==> src/rtl/uart_rx_cfg.sv <==
// Configurable UART receiver: 2-flop input sync, 3-sample majority vote per bit,
// optional parity, 1 or 2 stop bits, single-word holding register with valid/ready.
module uart_rx_cfg #(
  parameter int DATA_BITS  = 8,
  parameter int OVERSAMPLE = 16,
  parameter int PARITY_EN  = 0,
  parameter int PARITY_ODD = 0,
  parameter int STOP_BITS  = 1
) (
  input  logic                 clk,
  input  logic                 n_rst,
  input  logic                 rx,
  input  logic                 ready_in,
  output logic                 valid_out,
  output logic [DATA_BITS-1:0] data_out,
  output logic                 parity_err,
  output logic                 frame_err,
  output logic                 overrun,
  output logic                 busy
);

  localparam int CW = $clog2(OVERSAMPLE);
  localparam int M  = OVERSAMPLE / 2;
  localparam int BW = $clog2(DATA_BITS + 1);
  localparam bit PAR_ODD = (PARITY_ODD != 0);
  localparam bit PAR_EN  = (PARITY_EN != 0);

  typedef enum logic [2:0] {IDLE, START, DATA, PARITY, STOP} state_t;

  state_t               state, state_nxt;
  logic [CW-1:0]        cnt;
  logic [BW-1:0]        bit_idx;
  logic                 rx_meta, rxs, rxs_d;
  logic                 samp_a, samp_b;
  logic [DATA_BITS-1:0] shift_reg;
  logic                 par_err_r, frm_acc;

  logic maj, at_mid, at_wrap, start_det, last_data, last_stop, complete;

  assign maj       = (samp_a & samp_b) | (samp_a & rxs) | (samp_b & rxs);
  assign at_mid    = (cnt == CW'(M + 1));
  assign at_wrap   = (cnt == CW'(OVERSAMPLE - 1));
  assign start_det = rxs_d & ~rxs;
  assign last_data = (bit_idx == BW'(DATA_BITS - 1));
  assign last_stop = (bit_idx == BW'(STOP_BITS - 1));
  assign complete  = (state == STOP) && at_mid && last_stop;
  assign busy      = (state != IDLE);

  // Sync flops reset high so a line idling high never looks like a start edge.
  always_ff @(posedge clk or negedge n_rst) begin
    if (!n_rst) begin
      rx_meta <= 1'b1;
      rxs     <= 1'b1;
      rxs_d   <= 1'b1;
    end else begin
      rx_meta <= rx;
      rxs     <= rx_meta;
      rxs_d   <= rxs;
    end
  end

  always_ff @(posedge clk or negedge n_rst) begin
    if (!n_rst) state <= IDLE;
    else        state <= state_nxt;
  end

  always_comb begin
    state_nxt = state;
    case (state)
      IDLE:   if (start_det) state_nxt = START;
      START:  if (at_mid && maj) state_nxt = IDLE;
              else if (at_wrap)  state_nxt = DATA;
      DATA:   if (at_wrap && last_data) state_nxt = PAR_EN ? PARITY : STOP;
      PARITY: if (at_wrap) state_nxt = STOP;
      STOP:   if (complete) state_nxt = IDLE;
      default: state_nxt = IDLE;
    endcase
  end

  // Bit index restarts on every state change so DATA and STOP each count from 0.
  always_ff @(posedge clk or negedge n_rst) begin
    if (!n_rst) begin
      cnt     <= '0;
      bit_idx <= '0;
    end else begin
      if (state == IDLE || state_nxt == IDLE || at_wrap) cnt <= '0;
      else                                              cnt <= cnt + 1'b1;
      if (state_nxt != state) bit_idx <= '0;
      else if (at_wrap)       bit_idx <= bit_idx + 1'b1;
    end
  end

  always_ff @(posedge clk or negedge n_rst) begin
    if (!n_rst) begin
      samp_a    <= 1'b1;
      samp_b    <= 1'b1;
      shift_reg <= '0;
      par_err_r <= 1'b0;
      frm_acc   <= 1'b0;
    end else begin
      if (cnt == CW'(M - 1)) samp_a <= rxs;
      if (cnt == CW'(M))     samp_b <= rxs;
      if (state == IDLE && start_det) begin
        par_err_r <= 1'b0;
        frm_acc   <= 1'b0;
      end
      if (state == DATA && at_mid)   shift_reg <= {maj, shift_reg[DATA_BITS-1:1]};
      if (state == PARITY && at_mid) par_err_r <= ((^shift_reg) ^ maj) != PAR_ODD;
      if (state == STOP && at_mid && !maj) frm_acc <= 1'b1;
    end
  end

  // A completing frame only loads when the holding register is free or being drained.
  always_ff @(posedge clk or negedge n_rst) begin
    if (!n_rst) begin
      valid_out  <= 1'b0;
      data_out   <= '0;
      parity_err <= 1'b0;
      frame_err  <= 1'b0;
      overrun    <= 1'b0;
    end else begin
      overrun <= 1'b0;
      if (complete) begin
        if (!valid_out || ready_in) begin
          valid_out  <= 1'b1;
          data_out   <= shift_reg;
          parity_err <= par_err_r;
          frame_err  <= frm_acc | ~maj;
        end else begin
          overrun <= 1'b1;
        end
      end else if (valid_out && ready_in) begin
        valid_out <= 1'b0;
      end
    end
  end

endmodule

==> config.mk <==
export PLATFORM = sky130hd
export DESIGN_NAME = uart_rx_cfg
export DESIGN_NICKNAME = d
export VERILOG_FILES = /design/src/rtl/uart_rx_cfg.sv
export SDC_FILE = /design/constraint.sdc
export NUM_CORES = 1
export LEC_CHECK = 0
export CORE_UTILIZATION = 34
export DETAILED_ROUTE_END_ITERATION = 10
export PLACE_DENSITY = 0.57
export SLEW_MARGIN = 40
export SYNTH_ARGS = -nofsm -noshare
export SYNTH_HDL_FRONTEND = slang
export SYNTH_SLANG_ARGS = --single-unit
==> constraint.sdc <==
create_clock -name clk -period 2.5 [get_ports clk]
set_input_delay 0.5 -clock clk [delete_from_list [all_inputs] [get_ports clk]]
set_output_delay 0.5 -clock clk [all_outputs]
set_load 0.01 [all_outputs]
Word-level counts from Yosys, hierarchy flattened. Index checks and enable logic that the tools add are counted.

Word-level logic and storage cells: 82. Register bits after elaboration: 38. Output and inout bits: 13. Bits of input ports: 4.

Add/sub/neg operators: 2. Multiplexer cells: 18. Equality and inequality tests: 11. Reductions and logical operators: 25. Bitwise logic cells: 10.

Operators with widths (count): 2-to-1 mux 3 bit (6); one-hot mux 3 bit (5 select lines) (1); equality test 4 bit, second input constant (3); 2-to-1 mux 4 bit (3); logical AND 1 bit (9); adder 4 x 1 -> 4 bit, second input constant (2); equality test 4 x 3 -> 1 bit, second input constant (2); 2-to-1 mux 1 bit (8); nonzero test 2 bit (4); XOR reduction 8 bit (1); equality test 3 x 2 -> 1 bit, second input constant (2); zero test 3 bit (2); bitwise AND 1 bit (4); zero test 4 bit (1); AND reduction 2 bit (2); equality test 3 x 1 -> 1 bit, second input constant (1); equality test 3 bit, second input constant (1); logical OR 1 bit (3); != test 3 bit (1); bitwise OR 1 bit (3); nonzero test 3 bit (1); zero test 1 bit (2); != test 2 x 1 -> 1 bit, second input constant (1); inverter 1 bit (2); XOR 1 bit (1).

Depth between registers and ports, before layout. Gate-level depths: netlist (run 1).

Depth in word-level cells: 10. Depth in mapped cells: 7. Mapped depth without buffers: 6.

Worst setup path before layout (run 1). No wires, ideal clock.

Path type: reg2reg. Start point: register cnt[0]. End point: register bit_idx[0]. Setup time: 86 ps. Data arrival time: 1760 ps. Required time: 2414 ps. Stages on the path, launching flop included: 7. Path slack: 654 ps. Period minus slack after synthesis: 1846 ps. Buffers on the path: 1. Cells stage by stage: dfrtp_1 -> ha_1 -> and3_1 -> clkbuf_1 -> a311o_1 -> a221o_1 -> nor3_1.

Cells in the longest elaborated chain, start to end: 7. Elaborated cells on any way between the ends: 15. Those cells by class: eq/ne (3); mux (7); reduce/logical (5).

Ends and longest elaborated chain: start: declaration (line 31) `logic [CW-1:0] cnt;`; start signal: assignment (line 87) `else cnt <= cnt + 1'b1;`; equality test 4 bit (line 41) `assign at_mid = (cnt == CW'(M + 1));`; logical AND 1 bit (2 in series) (line 46) `assign complete = (state == STOP) && at_mid && last_stop;`; 2-to-1 mux 3 bit (line 75) `STOP: if (complete) state_nxt = IDLE;`; one-hot mux 3 bit (5 select lines) (line 69) `case (state)`; != test 3 bit (line 88) `if (state_nxt != state) bit_idx <= '0;`; 2-to-1 mux 4 bit or nonzero test 2 bit (tied branches); end signal: assignment (line 89) `else if (at_wrap) bit_idx <= bit_idx + 1'b1;`; end: declaration (line 32) `logic [BW-1:0] bit_idx;`.

Parallel ways exist; a longest one is shown, timed or not. A chain may end at the register's enable or synchronous reset.

Worst setup path after layout (run 1).
Start point: register state[0]. End point: output port busy.

Cells in the longest elaborated chain, start to end: 1.

Ends and longest elaborated chain: start: declaration (line 30) `state_t state, state_nxt;`; start signal: assignment (line 64) `else state <= state_nxt;`; nonzero test 3 bit (line 47) `assign busy = (state != IDLE);`; end: declaration (line 19) `output logic busy`.

No other way between the ends.

==> results of run 1 <==
-- worst register-to-register path, cell delays in order (launching register included) --
cell and delay, ns:
dfrtp_1 0.43, ha_1 0.26, and3_1 0.36, a311o_1 0.39, a221o_1 0.39, nor3_1 0.20
-- logic make-up after synthesis --
kind of cell,Yosys count,synth area share
multiplexers,20,0.126
adder cells (fa/ha/maj),6,0.0416
AND/OR/NAND/NOR,45,0.140
buffers and inverters,13,0.0282
AO/OA/AOI/OAI,14,0.0565
XOR/XNOR,12,0.0670
flip-flops,38,0.540
-- power groups by stage --
stage,registers (mW),logic (mW),clock network [mW]
finish,0.803,0.382,0.519
global route,0.813,0.427,0.566
CTS,0.798,0.384,0.542
detailed placement,0.810,0.383,0
global placement,0.799,0.370,0
floorplan,0.760,0.323,0
-- per-stage QoR --
stage | setup WS (ns) | utilization | total power, mW
floorplan | 0.654 | - | 1.08
global placement | 0.525 | 0.409 | 1.17
detailed placement | 0.414 | 0.409 | 1.19
CTS | 0.296 | 0.432 | 1.72
global route | 0.252 | 0.433 | 1.81
finish | 0.310 | 0.433 | 1.70
-- per-layer routing --
layer	vias to the layer above	global-route usage	share of wire
li1	554	-	-
met1	549	0.177	0.49
met2	25	0.193	0.45
met3	8	0.0407	0.042
met4	0	0.0587	0.022
met5	-	0	0
-- cell usage in the layout (no fill, tap or decap), drive strengths merged, types with 2 or more instances in the layout --
cell type / synthesis / layout
buf: 1 / 2
nor3: 9 / 9
nand3b: 2 / 2
xnor2: 8 / 8
clkbuf: 5 / 6
xor2: 3 / 3
dfrtp: 33 / 33
nand2b: 3 / 3
and3: 2 / 2
inv: 7 / 7
dfstp: 5 / 5
ha: 5 / 5
nor2: 4 / 4
clkdlybuf4s50: 0 / 15
nand2: 11 / 11
nor3b: 3 / 3
mux2: 19 / 19
o21ai: 2 / 2
nand4: 2 / 2
and3b: 2 / 2
a21oi: 4 / 4
nand3: 3 / 3
-- area by class of cell --
cell class | instances | share of cell area
Timing Repair Buffer | 17 | 0.0782
Tap cell | 67 | 0.0397
Clock inverter | 1 | 0.0142
Clock buffer | 6 | 0.0391
Sequential cell | 38 | 0.453
Inverter | 7 | 0.0124
Multi-Input combinational cell | 97 | 0.363
-- worst paths after layout --
path	cells past startpoint	endpoint	slack [ns]
min	1	bit_idx[2]	0.16
max	2	busy	0.31
max in group asynchronous	1	rxs	1.98
min in group clk	0	rxs	0.36
max reg2reg	5	bit_idx[3]	0.38
min reg2reg	0	rxs	0.36
==> impl_metrics.tcl, run 1 <==
set metrics [dict create \
    cp.arrival_ns 1.69 \
    path_clk_slew_ns 0.07 \
    drv_cap 0 \
    n_fill_cell 466 \
    gp_congestion 0.961 \
    syn2layout_area_growth_pct 19.1 \
    synth-seq-area-share 0.540 \
    portBuffers 16 \
    grt-ovfl-total 0 \
    drc_errors 0 \
    power.share.sequential 0.471 \
    synthCells 148 \
    core-area_mm2 0.00488 \
    clock-skew-final_ns 0.00448 \
    synth_nets 157 \
    leakage_nw 0.959 \
    synthTopCellsByArea "dfrtp_1 (47%), mux2_2 (12%), dfstp_2 (7.4%), xnor2_1 (4.0%), ha_1 (3.5%)" \
    async_flop_share 1.00 \
    switching_share 0.288 \
    synth-warning-count 0 \
    mappedNetlistArea_mm2 0.00177 \
    yosysTopAreaCell "dfrtp_1" \
    syn_area_per_cell_um2 12.0 \
    cts_buffer_depth 2 \
    post-route-min-period_ns 2.19 \
    vias_per_cell 4.88 \
    timing_hold_violations_final 0 \
    antenna_found_initial 0 \
    post-route-period-util 0.876 \
    status "complete, no violations" \
    internal-power_mw 1.21 \
    tritoncts "done" \
    yosysTopAreaCellShare 0.466 \
    drt-initial-drc-count 44 \
    worst-path-max-fanout 11 \
    crit_buf_inv 1 \
    worstSkewPairLatency_ns 0.29 \
    post_drt_wl_per_cell_um 13.4 \
    drtAntennaViolNets 0 \
    yosysMostFrequentCell "dfrtp_1" \
    ctsHtreeMaxLevel 2 \
    synth_seq_cells 38 \
    cp_data_required_time_ns 2.00 \
    cts_resized 0 \
    path_cells "or3_1, clkdlybuf4s50_1" \
    p_clk_frac 0.305 \
    finalSetupTns_ns 0 \
    slew_viol_final 0 \
    comb_power_share 0.224 \
    dpl-instance-area_mm2 0.00200 \
    endpoint_kind "output pin" \
    max-slew-margin-rel 0.556 \
    fmax_mhz 457 \
    num-nets-final 175 \
    antenna_cells 0 \
    power_density_mw_per_mm2 807 \
    synthTopCellsByCount "dfrtp_1 (33), mux2_2 (19), nand2_1 (11)" \
    cts_sinks 38 \
    grt_max_degree 39 \
    dieWidth_um 74.2 \
    routed_wl_mm 3.13 \
    hp-class "in -> async" \
    drive_gt1_frac 0.229 \
    dp_hpwl_mm 2.24 \
    drt-pass1-iter-count 4 \
    setup_violations 0 \
    chipHeight_um 74.2 \
    cp-start-kind "register" \
    grt_pass1_wl_mm 5.31 \
    switching_power_uw 491 \
    crit_path_start "state[0]" \
    cts_made_buffers 5 \
    die_area_mm2 0.00551 \
    stdcell_count 233 \
    design_area_mm2 0.00211 \
    post_cts_buffers 0 \
    critPathMaxStageDelay_ns 0.50 \
    initial_utilization 0.363 \
    whs_ns 0.161 \
    grt_pass1_vias 1070 \
    num_io_pins 17 \
    rsz0062_at_grt "no" \
    cts-root-buf "clkbuf_8" \
    r2r-start "cnt[0]" \
    worst_pin_slew_ns 0.662 \
    rows 25 \
    cpMaxStageDelayCell "dfrtp_1" \
    cpLargestDelayFamily "flip-flops" \
    synth-edff-count 0 \
    num_vias 1136 \
    seqCellArea_um2 957 \
    grt_usage 0.131 \
    crit_type "reg -> out" \
    multi_input_area_um2 766 \
    vdd_drop_max_uv 256 \
    dp.cells 226 \
    yosysUniqueCellTypes 37 \
    ys.flop_type "dfrtp_1" \
    postCtsHoldBufs 0 \
]
Power figures use the tool's default switching activity.
==> inputs of run 2 (changes only) <==
- PLACE_DENSITY: 0.57 -> not set
==> run 2 against run 1 <==
Worst setup slack better by 0.0034 ns; design area down 0.83%; clock power down 16%; via count up 0.97%; routed wire length up 0.38%; fmax up 0.15%; core utilization down 0.36 points; non-clock buffer count unchanged; critical path type unchanged; highest routed layer unchanged.
==> impl_metrics.tcl, run 2 (synthesis gave the netlist of run 1 again) <==
set metrics [dict create \
    status "complete, no violations" \
    cts_buffer_depth 2 \
    n_fill_cell 471 \
    leakage_nw 0.949 \
    vdd_drop_max_uv 313 \
    gp_congestion 0.886 \
    crit_type "reg -> out" \
    dpl-instance-area_mm2 0.00200 \
    grt_max_degree 39 \
    post-route-period-util 0.875 \
    postCtsHoldBufs 0 \
    post-route-min-period_ns 2.19 \
    hp-class "in -> async" \
    max-slew-margin-rel 0.560 \
    chipHeight_um 74.2 \
    slew_viol_final 0 \
    num_io_pins 17 \
    cts_resized 0 \
    crit_buf_inv 1 \
    layout_common_cells "dfrtp_1 (33), mux2_2 (19), clkdlybuf4s50_1 (15)" \
    dp_hpwl_mm 2.24 \
    dp.cells 226 \
    p_total_mw 1.61 \
    cpMaxStageDelayCell "dfrtp_1" \
    cpLargestDelayFamily "flip-flops" \
    worstSkewPairLatency_ns 0.29 \
    dieWidth_um 74.2 \
    reg2regPathDepth 5 \
    post_drt_wl_per_cell_um 13.4 \
    antenna_found_initial 0 \
    fmax_mhz 457 \
    path_cells "or3_1, clkdlybuf4s50_1" \
    grt_usage 0.132 \
    core-area_mm2 0.00488 \
    num_vias 1147 \
    stdcell_count 234 \
    timing_hold_violations_final 0 \
    cp.arrival_ns 1.69 \
    ctsHtreeMaxLevel 2 \
    drv_cap 0 \
    cts_sinks 38 \
    path_clk_slew_ns 0.07 \
    syn2layout_area_growth_pct 18.1 \
    final_common_cell "dfrtp_1" \
    power_density_mw_per_mm2 770 \
    endpoint_kind "output pin" \
    grt_pass1_vias 1116 \
    grt-ovfl-total 0 \
    design_area_mm2 0.00209 \
    post_cts_buffers 0 \
    worst_pin_slew_ns 0.657 \
    grt_pass1_wl_mm 5.33 \
    routed_wl_mm 3.14 \
    clock-skew-final_ns 0.00497 \
    num-nets-final 175 \
    antenna_cells 0 \
    cts-root-buf "clkbuf_8" \
    die_area_mm2 0.00551 \
    cp.depth 2 \
    cts_made_buffers 5 \
    rows 25 \
    cp_data_required_time_ns 2.00 \
    initial_utilization 0.363 \
    critPathMaxStageDelay_ns 0.50 \
    worst-path-max-fanout 11 \
    setup_violations 0 \
    drtAntennaViolNets 0 \
    finalSetupTns_ns 0 \
    vias_per_cell 4.90 \
    drive_gt1_frac 0.234 \
    rsz0062_at_grt "no" \
    drc_errors 0 \
    cp-start-kind "register" \
    drt-initial-drc-count 88 \
    tritoncts "done" \
    drt-pass1-iter-count 5 \
    portBuffers 16 \
]
==> run 2: final timing paths <==
| path | from | to | slack [ns] |
|---|---|---|---|
| max in group asynchronous | n_rst | rxs | 1.98 |
| min reg2reg | rx_meta | rxs | 0.36 |
| min | n_rst | cnt[0] | 0.17 |
| min in group clk | rx_meta | rxs | 0.36 |
| max | state[0] | busy | 0.31 |
| max reg2reg | cnt[0] | bit_idx[0] | 0.37 |
==> run 2: layer usage <==
metal / wire length, um / share of wire / track usage
met5: 0 / 0 / 0
met4: 38 / 0.012 / 0.0587
met1: 1410 / 0.45 / 0.167
met2: 1570 / 0.50 / 0.213
met3: 119 / 0.038 / 0.0366
==> run 2: layout make-up <==
type | instances | area [um2] | share of cell area
Multi-Input combinational cell | 97 | 766 | 0.366
Sequential cell | 38 | 957 | 0.457
Timing Repair Buffer | 17 | 165 | 0.0789
Clock inverter | 2 | 12.5 | 0.00598
Inverter | 7 | 26.3 | 0.0126
Tap cell | 67 | 83.8 | 0.0400
Clock buffer | 6 | 82.6 | 0.0395
==> run 2: report_power, final <==
part           total [mW]  internal (mW)  leakage, nW  switching, mW
logic               0.378          0.191        0.398          0.187
registers           0.798          0.701        0.504         0.0966
clock network       0.436          0.222       0.0472          0.214
==> run 2: metrics by stage <==
stage | utilization | setup WS, ns | hold slack (ns)
floorplan | - | 0.654 | 0.204
global placement | 0.409 | 0.528 | 0.346
detailed placement | 0.409 | 0.393 | 0.347
CTS | 0.428 | 0.310 | 0.335
global route | 0.429 | 0.233 | 0.197
finish | 0.429 | 0.314 | 0.172
